<file path="src/rtl/pipeline_hazard_ctrl_pkg.sv">
// Shared definitions for the 5-stage pipeline hazard controller:
// controller state encoding, default register address width and the
// bit positions of the ID/EX control word.
package pipe_ctrl_pkg;

    typedef enum logic [2:0] {
        ST_FILL,
        ST_RUN,
        ST_STALL,
        ST_FLUSH,
        ST_FREEZE
    } hz_state_t;

    localparam int unsigned REG_AW_DEF = 3;

    // Control word bit positions as carried in the ID/EX register
    localparam int unsigned CB_REG_WRITE   = 0;
    localparam int unsigned CB_MEM_TO_REG  = 1;
    localparam int unsigned CB_SIMPLE_JUMP = 2;
    localparam int unsigned CB_BNE         = 3;
    localparam int unsigned CB_MEM_WRITE   = 4;
    localparam int unsigned CB_ALU_OP_LSB  = 5;
    localparam int unsigned CB_ALU_OP_MSB  = 6;
    localparam int unsigned CB_ALU_SRC     = 7;
    localparam int unsigned CTRL_W         = 8;

endpackage

</file>
<file path="src/rtl/pipeline_hazard_ctrl_scoreboard.sv">
// hazard_scoreboard: shadow copy of the destination registers held in
// EX, MEM and WB. Flags a RAW hazard when the instruction in ID reads a
// register still owned by an in-flight producer.
module hazard_scoreboard
    import pipe_ctrl_pkg::*;
#(
    parameter int unsigned REG_AW   = REG_AW_DEF,
    parameter int unsigned WB_SPLIT = 1
) (
    input  logic              clk,
    input  logic              rst,
    input  logic              i_hold,
    input  logic              i_kill,
    input  logic              i_load,
    input  logic              i_id_valid,
    input  logic [REG_AW-1:0] i_rs1,
    input  logic [REG_AW-1:0] i_rs2,
    input  logic              i_use_rs1,
    input  logic              i_use_rs2,
    input  logic [REG_AW-1:0] i_rd,
    output logic              o_hazard
);

    logic              r_ex_v, r_mem_v, r_wb_v;
    logic [REG_AW-1:0] r_ex_rd, r_mem_rd, r_wb_rd;
    logic              w_chk_wb, w_hit1, w_hit2;

    // Slots advance with the pipeline; a flush kills the EX entry on its
    // way to MEM while the MEM entry still retires into WB.
    always_ff @(posedge clk) begin
        if (rst) begin
            r_ex_v   <= 1'b0;
            r_mem_v  <= 1'b0;
            r_wb_v   <= 1'b0;
            r_ex_rd  <= '0;
            r_mem_rd <= '0;
            r_wb_rd  <= '0;
        end else if (!i_hold) begin
            r_wb_v   <= r_mem_v;
            r_wb_rd  <= r_mem_rd;
            r_mem_v  <= r_ex_v & ~i_kill;
            r_mem_rd <= r_ex_rd;
            r_ex_v   <= i_load & i_id_valid & ~i_kill;
            r_ex_rd  <= i_rd;
        end
    end

    // Compare ID sources against the valid producer slots
    always_comb begin
        w_chk_wb = (WB_SPLIT == 0) && r_wb_v;
        w_hit1   = i_use_rs1 && ((r_ex_v  && (r_ex_rd  == i_rs1)) ||
                                 (r_mem_v && (r_mem_rd == i_rs1)) ||
                                 (w_chk_wb && (r_wb_rd == i_rs1)));
        w_hit2   = i_use_rs2 && ((r_ex_v  && (r_ex_rd  == i_rs2)) ||
                                 (r_mem_v && (r_mem_rd == i_rs2)) ||
                                 (w_chk_wb && (r_wb_rd == i_rs2)));
        o_hazard = i_id_valid && (w_hit1 || w_hit2);
    end

endmodule

</file>
<file path="src/rtl/pipeline_hazard_ctrl.sv">
// pipeline_hazard_ctrl: stall/flush/freeze sequencing for the 16-bit
// 5-stage pipeline. Optional perf counters enabled by HAZ_PERF_CNT_EN;
// without it stall_cnt/flush_cnt read zero and no counter flops exist.
module pipeline_hazard_ctrl
    import pipe_ctrl_pkg::*;
#(
    parameter int unsigned REG_AW   = REG_AW_DEF,
    parameter int unsigned WB_SPLIT = 1,
    parameter int unsigned FILL_CYC = 4
) (
    input  logic              clk,
    input  logic              rst,
    input  logic              id_valid,
    input  logic [REG_AW-1:0] id_rs1,
    input  logic [REG_AW-1:0] id_rs2,
    input  logic              id_use_rs1,
    input  logic              id_use_rs2,
    input  logic [REG_AW-1:0] id_rd,
    input  logic              id_reg_write,
    input  logic              mem_pcsrc,
    input  logic              mem_busy,
    output logic              pc_we,
    output logic              if_id_we,
    output logic              if_id_flush,
    output logic              id_ex_flush,
    output logic              ex_mem_flush,
    output logic              pipe_freeze,
    output logic [15:0]       stall_cnt,
    output logic [15:0]       flush_cnt
);

    localparam int unsigned     FCW       = (FILL_CYC > 1) ? $clog2(FILL_CYC) : 1;
    localparam logic [FCW-1:0]  FILL_INIT = FCW'(FILL_CYC - 1);

    hz_state_t      r_state, w_state_nxt, w_case;
    logic [FCW-1:0] r_fill_cnt, w_fill_cnt_nxt;
    logic           w_fill, w_hazard;

    hazard_scoreboard #(
        .REG_AW   (REG_AW),
        .WB_SPLIT (WB_SPLIT)
    ) u_sb (
        .clk        (clk),
        .rst        (rst),
        .i_hold     (!w_fill && (w_case == ST_FREEZE)),
        .i_kill     (!w_fill && (w_case == ST_FLUSH)),
        .i_load     (!w_fill && (w_case == ST_RUN) && id_reg_write),
        .i_id_valid (id_valid),
        .i_rs1      (id_rs1),
        .i_rs2      (id_rs2),
        .i_use_rs1  (id_use_rs1),
        .i_use_rs2  (id_use_rs2),
        .i_rd       (id_rd),
        .o_hazard   (w_hazard)
    );

    // State and fill-countdown registers
    always_ff @(posedge clk) begin
        if (rst) begin
            r_state    <= ST_FILL;
            r_fill_cnt <= FILL_INIT;
        end else begin
            r_state    <= w_state_nxt;
            r_fill_cnt <= w_fill_cnt_nxt;
        end
    end

    // Next state: count down the fill, then record each cycle's decision
    always_comb begin
        w_state_nxt    = r_state;
        w_fill_cnt_nxt = r_fill_cnt;
        if (r_state == ST_FILL) begin
            if (r_fill_cnt == '0) w_state_nxt = ST_RUN;
            else                  w_fill_cnt_nxt = r_fill_cnt - FCW'(1);
        end else begin
            w_state_nxt = w_case;
        end
    end

    // Mealy priority mux: busy > pcsrc > RAW hazard > run
    always_comb begin
        w_fill       = rst || (r_state == ST_FILL);
        w_case       = ST_RUN;
        pc_we        = 1'b1;
        if_id_we     = 1'b1;
        if_id_flush  = 1'b0;
        id_ex_flush  = 1'b0;
        ex_mem_flush = 1'b0;
        pipe_freeze  = 1'b0;
        if (mem_busy)       w_case = ST_FREEZE;
        else if (mem_pcsrc) w_case = ST_FLUSH;
        else if (w_hazard)  w_case = ST_STALL;
        if (w_fill) begin
            pc_we        = 1'b0;
            if_id_we     = 1'b0;
            if_id_flush  = 1'b1;
            id_ex_flush  = 1'b1;
            ex_mem_flush = 1'b1;
        end else begin
            case (w_case)
                ST_FREEZE: begin
                    pc_we       = 1'b0;
                    if_id_we    = 1'b0;
                    pipe_freeze = 1'b1;
                end
                ST_FLUSH: begin
                    if_id_flush  = 1'b1;
                    id_ex_flush  = 1'b1;
                    ex_mem_flush = 1'b1;
                end
                ST_STALL: begin
                    pc_we       = 1'b0;
                    if_id_we    = 1'b0;
                    id_ex_flush = 1'b1;
                end
                default: ;
            endcase
        end
    end

`ifdef HAZ_PERF_CNT_EN
    logic [15:0] r_stall_cnt, r_flush_cnt;

    // Saturating stall/flush event counters
    always_ff @(posedge clk) begin
        if (rst) begin
            r_stall_cnt <= '0;
            r_flush_cnt <= '0;
        end else if (!w_fill) begin
            if ((w_case == ST_STALL) && (r_stall_cnt != '1)) r_stall_cnt <= r_stall_cnt + 16'd1;
            if ((w_case == ST_FLUSH) && (r_flush_cnt != '1)) r_flush_cnt <= r_flush_cnt + 16'd1;
        end
    end

    assign stall_cnt = r_stall_cnt;
    assign flush_cnt = r_flush_cnt;
`else
    assign stall_cnt = '0;
    assign flush_cnt = '0;
`endif

endmodule

</file>
<file path="config.mk">
export PLATFORM = sky130hd
export DESIGN_NAME = pipeline_hazard_ctrl
export DESIGN_NICKNAME = d
export VERILOG_FILES = /design/src/rtl/pipeline_hazard_ctrl_pkg.sv /design/src/rtl/pipeline_hazard_ctrl_scoreboard.sv /design/src/rtl/pipeline_hazard_ctrl.sv
export SDC_FILE = /design/constraint.sdc
export NUM_CORES = 1
export LEC_CHECK = 0
export ABC_CLOCK_PERIOD_IN_PS = 1400
export BUFFER_PORTS_ARGS = -buffer_cell sky130_fd_sc_hd__buf_4
export CAP_MARGIN = 20
export CORE_ASPECT_RATIO = 1.25
export CORE_MARGIN = 4
export CORE_UTILIZATION = 41
export CTS_BUF_LIST = sky130_fd_sc_hd__clkbuf_4
export DETAILED_ROUTE_END_ITERATION = 12
export HOLD_SLACK_MARGIN = 0.12
export PLACE_DENSITY = 0.85
export SETUP_SLACK_MARGIN = 0.05
export SYNTH_ARGS = -nofsm -noshare
export SYNTH_HDL_FRONTEND = slang
export SYNTH_SLANG_ARGS = --single-unit
</file>
<file path="constraint.sdc">
create_clock -name clk -period 1.4 [get_ports clk]
set_input_delay 0.07 -clock clk [delete_from_list [all_inputs] [get_ports clk]]
set_output_delay 0.07 -clock clk [all_outputs]
set_load 0.02 [all_outputs]
</file>
## Yosys cells after proc, flatten, opt, wreduce, memory -nomap -nowiden

Index checks and enable logic that the tools add are counted.

| operators by class | value |
|---|---|
| add/sub/neg operators | 1 |
| reduce and logical (&&, ||, !) cells | 21 |
| mux-type cells | 13 |
| eq/ne operators | 9 |
| bitwise logic cells | 5 |

Operators with widths:

| cell | number |
|---|---|
| 3-bit equality test | 4 |
| 1-bit logical AND | 11 |
| 3-bit two-way mux | 3 |
| 1-bit two-way mux | 8 |
| 3-bit by 2-bit equality test with 1-bit output (second input constant) | 2 |
| 1-bit logical OR | 4 |
| 2-bit two-way mux | 2 |
| 2-bit OR reduction | 2 |
| 1-bit bitwise AND | 3 |
| 3-bit by 1-bit equality test with 1-bit output (second input constant) | 1 |
| 3-bit equality test (second input constant) | 1 |
| 3-bit zero test | 1 |
| 2-bit zero test | 1 |
| 2-bit by 1-bit != test with 1-bit output (second input constant) | 1 |
| 1-bit inverter | 2 |
| 2-bit AND reduction | 1 |
| 2-bit by 1-bit subtractor with 2-bit output (second input constant) | 1 |
| 1-bit zero test | 1 |

| word-level totals | value |
|---|---|
| output and inout port bits | 38 |
| word-level logic and storage cells | 55 |
| input port bits | 17 |
| flip-flop bits (word level) | 13 |

## Longest topological paths before layout

Gate-level depths: netlist of run 1.

| depth | value |
|---|---|
| depth after elaboration | 14 |
| depth in mapped cells | 6 |
| gate-level depth less buffers | 6 |

## Hierarchy

From an unflattened synthesis of run 1, not the netlist that was laid out.

| second synthesis, totals | value |
|---|---|
| cells, all modules | 110 |
| area, all modules | 974.7 um2 |

Modules (own cells, without submodules):

| module | area each (um2) | cells each | instances | sequential area each (um2) |
|---|---|---|---|---|
| pipeline_hazard_ctrl | 539.3 | 62 | 1 | 100.1 |
| hazard_scoreboard | 435.4 | 48 | 1 | 160.2 |

## Least setup slack after synthesis of run 1

OpenSTA, ideal clock, no wires.

| timing path | value |
|---|---|
| path kind | flip-flop to output port |
| from | reg u_sb.r_ex_rd[0] |
| to | out pc_we |
| required time | 1.330 ns |
| path buffers | 1 |
| cell stages (with the launch flop) | 7 |
| data arrival time | 1.454 ns |
| path slack | -0.124 ns |
| cell sequence | dfxtp_1 xnor2_1 nand4_1 nand2_2 a22o_1 a21oi_1 buf_4 |

| on the way | value |
|---|---|
| word-level cells in the longest chain between the ends | 13 |
| elaborated cells on any way between the ends | 18 |
| classes of those cells | 4 x eq/ne; 5 x mux; 9 x reduce/logical |

RTL lines:

| what | RTL line | RTL |
|---|---|---|
| from (decl) | pipeline_hazard_ctrl_scoreboard.sv:25 | `logic [REG_AW-1:0] r_ex_rd, r_mem_rd, r_wb_rd;` |
| from (signal assigned) | pipeline_hazard_ctrl_scoreboard.sv:44 | `r_ex_rd <= i_rd;` |
| 3-bit equality test (on tied branches) | pipeline_hazard_ctrl_scoreboard.sv:51, pipeline_hazard_ctrl_scoreboard.sv:54 |  |
| 1-bit logical AND (on tied branches) | pipeline_hazard_ctrl_scoreboard.sv:51, pipeline_hazard_ctrl_scoreboard.sv:54 |  |
| 1-bit logical OR (on tied branches) | pipeline_hazard_ctrl_scoreboard.sv:51, pipeline_hazard_ctrl_scoreboard.sv:54 |  |
| 1-bit logical AND (on tied branches) | pipeline_hazard_ctrl_scoreboard.sv:51, pipeline_hazard_ctrl_scoreboard.sv:54 |  |
| 1-bit logical OR * | pipeline_hazard_ctrl_scoreboard.sv:57 | `o_hazard = i_id_valid && (w_hit1 \|\| w_hit2);` |
| 1-bit logical AND * | pipeline_hazard_ctrl_scoreboard.sv:57 |  |
| 2-bit two-way mux * | pipeline_hazard_ctrl.sv:92 | `else if (w_hazard) w_case = ST_STALL;` |
| 2-bit two-way mux * | pipeline_hazard_ctrl.sv:91 | `else if (mem_pcsrc) w_case = ST_FLUSH;` |
| 3-bit two-way mux * | pipeline_hazard_ctrl.sv:90 | `if (mem_busy) w_case = ST_FREEZE;` |
| 3-bit equality test / 3-bit by 2-bit equality test with 1-bit output (equally long branches) | n/a |  |
| 2-bit OR reduction (no source line) * | n/a |  |
| 1-bit two-way mux * (2 in a row) | n/a |  |
| to (decl) | pipeline_hazard_ctrl.sv:22 | `output logic pc_we,` |

Every way passes the cells marked *; elsewhere a longest branch is shown, timed or not.

## Final worst setup path of run 1

| timing path | value |
|---|---|
| from | reg r_state[0] |
| to | out pc_we |

| on the way | value |
|---|---|
| word-level cells in the longest chain between the ends | 3 |

RTL lines:

| what | RTL line | RTL |
|---|---|---|
| from (decl) | pipeline_hazard_ctrl.sv:35 | `hz_state_t r_state, w_state_nxt, w_case;` |
| from (signal assigned) | pipeline_hazard_ctrl.sv:63 | `r_state <= w_state_nxt;` |
| 3-bit zero test | pipeline_hazard_ctrl.sv:82 | `w_fill = rst \|\| (r_state == ST_FILL);` |
| 1-bit logical OR | pipeline_hazard_ctrl.sv:82 |  |
| 1-bit two-way mux | pipeline_hazard_ctrl.sv:93 | `if (w_fill) begin` |

No other way between the ends.

==> results.toml, run 1 <==
[timing]
tns_ns = -0.537
hold_violations = 0
finalWorstSetupSlack_ns = -0.181
setup-violations-final = 3
period_share_pct = 113
finalMaxSlewViolations = 0
min_period_ns = 1.58
rsz0062_at_grt = "true"
fin_skew_ns = 0.00655
max_clock_freq_mhz = 633

[grt]
antenna_found_initial = 0
grt_pass1_vias = 646
grt_pass1_wl_mm = 2.90
track_usage_pct = 11.8
grt_max_degree = 13
overflow = 0

[routing]
viasPerCell = 4.31
dr.pass1.iters = 4
ant_nets = 0
routedWlPerCell_um = 12.2
totalWireLength_mm = 2.20
drtIter0Drc = 16
route.detailed.drc = 0
num_vias = 775

[yosys]
synth_edf_count = 0
ys_ff_latch = 13
synth_cell_type_count = 28
ys_warn_count = 0
netlist_instances = 119
yosysTopAreaCell = "dfxtp_1"
synthTopCellsByArea = "dfxtp_1 (27%), buf_4 (26%), xnor2_1 (12%)"
ys_seq_area_share_pct = 26.7
ys.flop_type = "dfxtp_1"
synth_top_area_share_pct = 26.7
postSynth.asyncResetShare_pct = 0
syn_area_sq_um = 975
syn_avg_cell_area_sq_um = 8.19

[min_path]
holdCritPathClass = "in -> reg"
worstHoldEndpoint = "u_sb.r_ex_v"
min_from = "id_reg_write"
hold_depth = 4

[die]
die_width_um = 51.6
die_area_sq_um = 3230
io_pins = 55
initial_core_util_pct = 43.6
core_sq_um = 2230
rows = 19
die_y_um = 62.5

[pwr]
power.density_nw_per_um2 = 1040
leakage_nw = 0.560
irDropWorstVdd_mv = 0.535

[critical_path]
crit_required_ns = 1.33
ff2ff_path_depth = 6
path_max_fanout = 5
startpoint = "r_state[0]"
arrival_ns = 1.51
startpoint_type = "flop"
crit_type = "reg -> out"
r2r_start = "u_sb.r_mem_rd[1]"
crit_path_end_kind = "output port"
rrSetupSlack_ns = 0.04
reg2reg_to = "u_sb.r_ex_v"

[flow_run]
max_cap_violations = 0

[placed_design]
dp_hpwl_mm = 1.56
routabilityCongestion = 0.852
portBuffers = 22

[cts]
cts_num_sinks = 13
htree_num_levels = 1
clk_pin_slew_worst_paths_ns = 0.08
cts_made_buffers = 3
clkLatencyLatePin_ns = 0.28
root_buffer = "clkbuf_4"
clock_tree.buffer_depth = 2
cts_tree = "yes"

[cells_and_area]
nets = 168
area_delta_synth_final_pct = 26.6
num-fill-cells = 205
layout-drive-gt1-share_pct = 34.2
final_util_pct = 55.2
antenna_cells = 0

[outcome]
violations = "setup timing"
status = "complete, but fails checks"
worst max-delay path, cell delays in order, from the launching register on:
cell and delay [ns]:
dfxtp_1 0.38, nor3_4 0.07, or3_1 0.45, a21oi_4 0.19, buf_6 0.14
report_power, final:
part           internal (mW)  switching, mW  total (mW)
clock                  0.130          0.125       0.255
combinational          0.243          0.306       0.550
sequential             0.430         0.0459       0.476
total                  0.803          0.477        1.28
flip-flops by register name, summed over array words and instances (netlist names):
name / flops
r_fill_cnt: 2
r_state: 3
u_sb.r_ex_rd: 3
u_sb.r_ex_v: 1
u_sb.r_mem_rd: 3
u_sb.r_mem_v: 1
what timing repair did:
| action | in CTS | in global routing |
|---|---|---|
| gates resized for setup | 10 | 13 |
| setup buffers | 4 | 1 |
| setup endpoints to repair | 4 | 9 |
| pin swaps | 10 | 4 |
| hold endpoints to repair | 7 | 3 |
| hold buffers | 4 | 1 |
layout by cell type, fill, tap and decap left out, drive strengths merged, types with 4 or more instances in the layout:
| master | netlist | layout |
|---|---|---|
| o21ai | 9 | 9 |
| dlygate4sd3 | 0 | 5 |
| xnor2 | 13 | 13 |
| nand4 | 4 | 4 |
| conb | 1 | 32 |
| nand2b | 4 | 4 |
| inv | 4 | 4 |
| buf | 35 | 26 |
| clkbuf | 1 | 4 |
| nand2 | 11 | 11 |
| dfxtp | 13 | 13 |
| nor2 | 4 | 4 |
synth_stat cells, drive strengths merged (2+ instances only):
master  number
a21oi        3
dfxtp       13
a22o         2
nor2         4
buf         35
a31oi        2
or2b         3
o21ai        9
xnor2       13
nand4        4
nand2b       4
nand2       11
and2         2
inv          4
or3          2
worst max path at each step:
stage,to,slack [ns],depth (start not counted)
2_1_floorplan,pc_we,0.08,6
3_3_place_gp,id_ex_flush,0.09,6
3_5_place_dp,id_ex_flush,0.02,6
4_1_cts,if_id_we,-0.14,6
5_1_grt,id_ex_flush,-0.31,6
6_report,pc_we,-0.18,4
cells by family (layout without fill, tap and decap cells):
kind of cell | after synthesis | in the layout | share of synthesized area, %
buf+inv | 40 | 39 | 29.3
compound gates | 19 | 19 | 12.7
xor+xnor | 13 | 13 | 11.7
simple gates | 32 | 32 | 18.0
other cells | 1 | 32 | 0.385
flops | 13 | 13 | 26.7
fa+ha+maj | 1 | 1 | 1.28
stage by stage:
step | worst slack [ns] | hold WS (ns) | power, mW | cell area, sq um | cells
floorplan | 0.0834 | 0.192 | 0.902 | 1110 | 150
global placement | 0.0875 | 0.325 | 0.927 | 1040 | 167
detailed placement | 0.0226 | 0.325 | 0.947 | 1040 | 167
CTS | -0.143 | 0.0510 | 1.22 | 1170 | 179
global route | -0.307 | 0.137 | 1.37 | 1230 | 180
finish | -0.181 | 0.130 | 1.28 | 1230 | 180
layout make-up:
cell class / count / area [sq um] / share of cell area [%]
multi-input cells: 97 / 622 / 50.4
inverters: 4 / 15.0 / 1.22
flip-flops and latches: 13 / 272 / 22.0
well taps: 31 / 38.8 / 3.14
clock buffers: 4 / 30.0 / 2.43
repair buffers: 31 / 256 / 20.8
routing by layer:
metal | track usage, % | vias up | part of all wire [%]
met4 | 4.92 | 0 | 2.0
met1 | 14.1 | 352 | 38
li1 | - | 384 | -
met3 | 1.67 | 4 | 6.8
met2 | 20.2 | 35 | 53
met5 | 0 | - | 0
Note: power is estimated with default switching activity, not from simulation.
==> run 2: changes to the inputs <==
CELL_PAD_IN_SITES_DETAIL_PLACEMENT = 1   (was default)
CELL_PAD_IN_SITES_GLOBAL_PLACEMENT = 1   (was default)
CORE_UTILIZATION = 31   (was 41)
PLACE_DENSITY = 0.91   (was 0.85)
==> results.toml, run 2 (synthesized netlist as in run 1, its figures left out) <==
[cells_and_area]
num-fill-cells = 361
regArea_sq_um = 280
multi_input_comb_area_sq_um = 651
nets = 172
final_util_pct = 44.3
layout-drive-gt1-share_pct = 35.3
most-common-layout-cells = "conb_1 (32), buf_4 (23), nand2_1 (10)"
finalInstanceArea_sq_um = 1320
antenna_cells = 0
layout_commonest_cell = "conb_1"
reg_top3 = "r_state x3, u_sb.r_ex_rd x3, u_sb.r_mem_rd x3"
area_delta_synth_final_pct = 35.2

[timing]
setup-violations-final = 5
fin_skew_ns = 0.00114
period_share_pct = 121
max_clock_freq_mhz = 592
min_period_ns = 1.69
finalWorstSetupSlack_ns = -0.289
rsz0062_at_grt = "true"
hold_violations = 0
finalMaxSlewViolations = 0

[grt]
grt_pass1_vias = 916
grt_max_degree = 14
antenna_found_initial = 0
track_usage_pct = 14.2
overflow = 0
grt_pass1_wl_mm = 4.40

[pwr]
seq_power_share_pct = 34.7
p_int_mw = 0.843
p_clk_share_pct = 20.1
p_comb_share_pct = 45.2
switching_share_pct = 39.5
power.density_nw_per_um2 = 1060
leakage_nw = 0.598
p_switching_mw = 0.551
design_power_total_mw = 1.39
irDropWorstVdd_mv = 0.407

[die]
die_width_um = 58.2
initial_core_util_pct = 32.8
rows = 22
core_sq_um = 2970
die_y_um = 70.7
die_area_sq_um = 4110
io_pins = 55

[routing]
ant_nets = 0
route.detailed.drc = 0
num_vias = 883
routedWlPerCell_um = 16.0
drtIter0Drc = 26
viasPerCell = 4.67
dr.pass1.iters = 4
totalWireLength_mm = 3.03

[flow_run]
max_cap_violations = 0

[cts]
cts_tree = "yes"
clk_pin_slew_worst_paths_ns = 0.09
clkLatencyLatePin_ns = 0.30
cts_num_sinks = 13
clock_tree.buffer_depth = 2
cts_made_buffers = 3
htree_num_levels = 1
root_buffer = "clkbuf_4"

[critical_path]
arrival_ns = 1.62
path_max_fanout = 4
cpPeakStageDelay_ns = 0.38
cp_cell_sequence = "xnor2_2 -> nand4_1 -> nand2_2 -> a31oi_2 -> a31oi_2 -> buf_4"
startpoint_type = "flop"
crit_family = "flip-flops"
crit_type = "reg -> out"
cp_common_cell = "a31oi_2"
crit_path_top_delay_cell = "dfxtp_4"
crit_required_ns = 1.33
crit_path_end_kind = "output port"
path_buf_inv = 1

[placed_design]
place_ws_ns = -0.0501
place_area_sq_um = 1050
routabilityCongestion = 0.852
dp_hpwl_mm = 1.93
portBuffers = 22

[outcome]
violations = "setup timing"
status = "complete, but fails checks"

[min_path]
holdCritPathClass = "in -> reg"
## run 2: through the flow
step,TNS (ns),std cells,hold WS (ns)
6_report,-0.860,189,0.134
5_1_grt,-1.22,189,0.158
4_1_cts,-0.637,187,0.155
3_5_place_dp,-0.0501,172,0.329
3_3_place_gp,0,172,0.322
2_1_floorplan,0,150,0.192
## run 2: timing repair
action | in CTS | in global routing
hold buffers | 9 | 0
cloned | 0 | 0
gates resized for setup | 16 | 13
setup endpoints to repair | 7 | 12
buffers inserted | 2 | 3
endpoints found under the hold margin | 8 | 0
pin swaps | 8 | 4
## run 2: worst min-delay path: stages
cell,delay [ns]
buf_4,0.10
a22o_4,0.13
o21ai_1,0.08
## run 2: power groups by stage
| stage | Combinational (mW) | Sequential [mW] | Clock [mW] |
|---|---|---|---|
| CTS | 0.552 | 0.475 | 0.274 |
| floorplan | 0.439 | 0.463 | 0 |
| finish | 0.630 | 0.484 | 0.280 |
| global route | 0.677 | 0.492 | 0.291 |
| global placement | 0.463 | 0.467 | 0 |
| detailed placement | 0.498 | 0.473 | 0 |
## run 2: metal layers
layer | vias to the layer above | track usage (%) | routed length [um]
met3 | 7 | 1.28 | 179
met2 | 47 | 25.9 | 1620
met4 | 0 | 9.02 | 77
met5 | - | 0 | 0
met1 | 431 | 15.1 | 1160
li1 | 398 | - | -
## run 2: final cells by class
cell class / instances / area share [%]
Inverter: 4 / 1.14
Tap cell: 36 / 3.42
Sequential cell: 13 / 21.3
Multi-Input combinational cell: 97 / 49.4
Timing Repair Buffer: 35 / 22.5
Clock buffer: 4 / 2.28
## run 2: final timing paths
check	from	end	cells past startpoint	slack [ns]
setup reg to reg	u_sb.r_ex_rd[2]	u_sb.r_ex_v	6	-0.01
hold reg to reg	u_sb.r_mem_rd[1]	u_sb.r_mem_rd[1]	2	0.48
setup / recovery	u_sb.r_ex_rd[2]	id_ex_flush	6	-0.29
hold / removal	id_use_rs1	r_state[0]	3	0.13
==> run 3: changes to the inputs <==
PLACE_DENSITY = default   (was 0.91)
PLACE_DENSITY_LB_ADDON = 0.1   (was default)
TNS_END_PERCENT = 1   (was default)
==> results.toml, run 3 (synthesized netlist as in run 1, its figures left out) <==
[critical_path]
crit_family = "compound AO/OA/AOI/OAI gates"
rrSetupSlack_ns = 0.15
path_max_fanout = 4
startpoint_type = "flop"
path_buf_inv = 1
crit_path_end_kind = "output port"
crit_path_top_delay_cell = "dfxtp_2"
crit_required_ns = 1.33
arrival_ns = 1.49
cp_cell_sequence = "xnor2_1 -> nand4_1 -> nand2_2 -> a22o_1 -> a21oi_4 -> buf_4"
crit_type = "reg -> out"
cpPeakStageDelay_ns = 0.35

[grt]
grt_pass1_wl_mm = 3.33
track_usage_pct = 10.6
grt_pass1_vias = 733
overflow = 0
antenna_found_initial = 0
grt_max_degree = 16

[pwr]
leakage_nw = 0.540
design_power_total_mw = 1.24
power.density_nw_per_um2 = 1050
irDropWorstVdd_mv = 0.445

[cts]
htree_num_levels = 1
clkLatencyLatePin_ns = 0.27
cts_tree = "yes"
clock_tree.buffer_depth = 2
root_buffer = "clkbuf_4"
cts_num_sinks = 13
cts_made_buffers = 3
clk_pin_slew_worst_paths_ns = 0.08

[routing]
viasPerCell = 4.19
num_vias = 766
route.detailed.drc = 0
drtIter0Drc = 7
totalWireLength_mm = 2.08
routedWlPerCell_um = 11.4
ant_nets = 0
dr.pass1.iters = 2

[timing]
fin_skew_ns = 0.000819
min_period_ns = 1.56
hold_violations = 0
rsz0062_at_grt = "true"
period_share_pct = 111
finalMaxSlewViolations = 0
finalWorstSetupSlack_ns = -0.157
setup-violations-final = 3
max_clock_freq_mhz = 642

[placed_design]
routabilityCongestion = 0.738
portBuffers = 22
dp_hpwl_mm = 1.65
place_ws_ns = 0.0287

[cells_and_area]
layout_commonest_cell = "conb_1"
antenna_cells = 0
nets = 166
most-common-layout-cells = "conb_1 (32), buf_4 (22), xnor2_1 (11)"
reg_top3 = "r_state x3, u_sb.r_ex_rd x3, u_sb.r_mem_rd x3"
layout-drive-gt1-share_pct = 29.9
area_delta_synth_final_pct = 21.2

[die]
io_pins = 55
initial_core_util_pct = 32.8
rows = 22
die_area_sq_um = 4110
die_y_um = 70.7
die_width_um = 58.2
core_sq_um = 2970

[flow_run]
max_cap_violations = 0

[min_path]
holdCritPathClass = "in -> reg"

[outcome]
status = "complete, but fails checks"
violations = "setup timing"
[run 3: changes by cell type in the layout (fill, tap and decap cells not counted), moves of 2 or more]
cell	delta
xnor2_1	+4
dfxtp_4	-4
xnor2_2	-3
dlygate4sd3_1	-3
dfxtp_2	+4
buf_6	-2
[run 3: layout make-up]
cell class,count,area [sq um]
fill,382,1790
multi-input combinational,97,584
sequential,13,270
timing repair buffer,29,236
tap,36,45.0
clock buffer,4,30.0
inverter,4,15.0
[run 3: tightest hold or removal path, cell delays in order]
cell and delay, ns:
buf_4 0.15, or2b_1 0.11, o21ai_1 0.05
[run 3: final timing paths]
kind | endpoint | start | cells after the start
setup reg to reg | r_state[0] | u_sb.r_ex_rd[0] | 6
hold reg to reg | r_fill_cnt[1] | r_fill_cnt[1] | 1
hold / removal | u_sb.r_mem_rd[2] | rst | 3
setup / recovery | pc_we | u_sb.r_ex_rd[0] | 6
[run 3: what timing repair did]
item	CTS	global route
setup endpoints to repair	4	7
gates resized for setup	14	0
endpoints found under the hold margin	8	0
pin swaps	9	0
setup buffers	1	0
hold buffers	6	0
[run 3: routing by layer]
| layer | up-vias | part of all wire [%] | global-route usage (%) |
|---|---|---|---|
| met3 | 2 | 7.8 | 2.74 |
| li1 | 381 | - | - |
| met1 | 353 | 41 | 12.5 |
| met2 | 30 | 50 | 17.5 |
| met4 | 0 | 1.6 | 5.41 |
| met5 | - | 0 | 0 |
[run 3: stage by stage]
stage | hold WS, ns | util (%) | instance area (sq um) | instances | setup TNS, ns
finish | 0.136 | 39.7 | 1180 | 183 | -0.456
global route | 0.141 | 39.7 | 1180 | 183 | -0.804
CTS | 0.130 | 39.7 | 1180 | 183 | -0.517
detailed placement | 0.329 | 35.1 | 1040 | 172 | 0
global placement | 0.326 | 35.1 | 1040 | 172 | 0
floorplan | 0.192 | - | 1100 | 150 | 0
[run 3: power by group]
| part | internal [mW] | leakage [nW] | switching (mW) |
|---|---|---|---|
| sequential | 0.432 | 0.110 | 0.0442 |
| combinational | 0.219 | 0.412 | 0.286 |
| clock | 0.130 | 0.0184 | 0.127 |
| total | 0.781 | 0.540 | 0.457 |
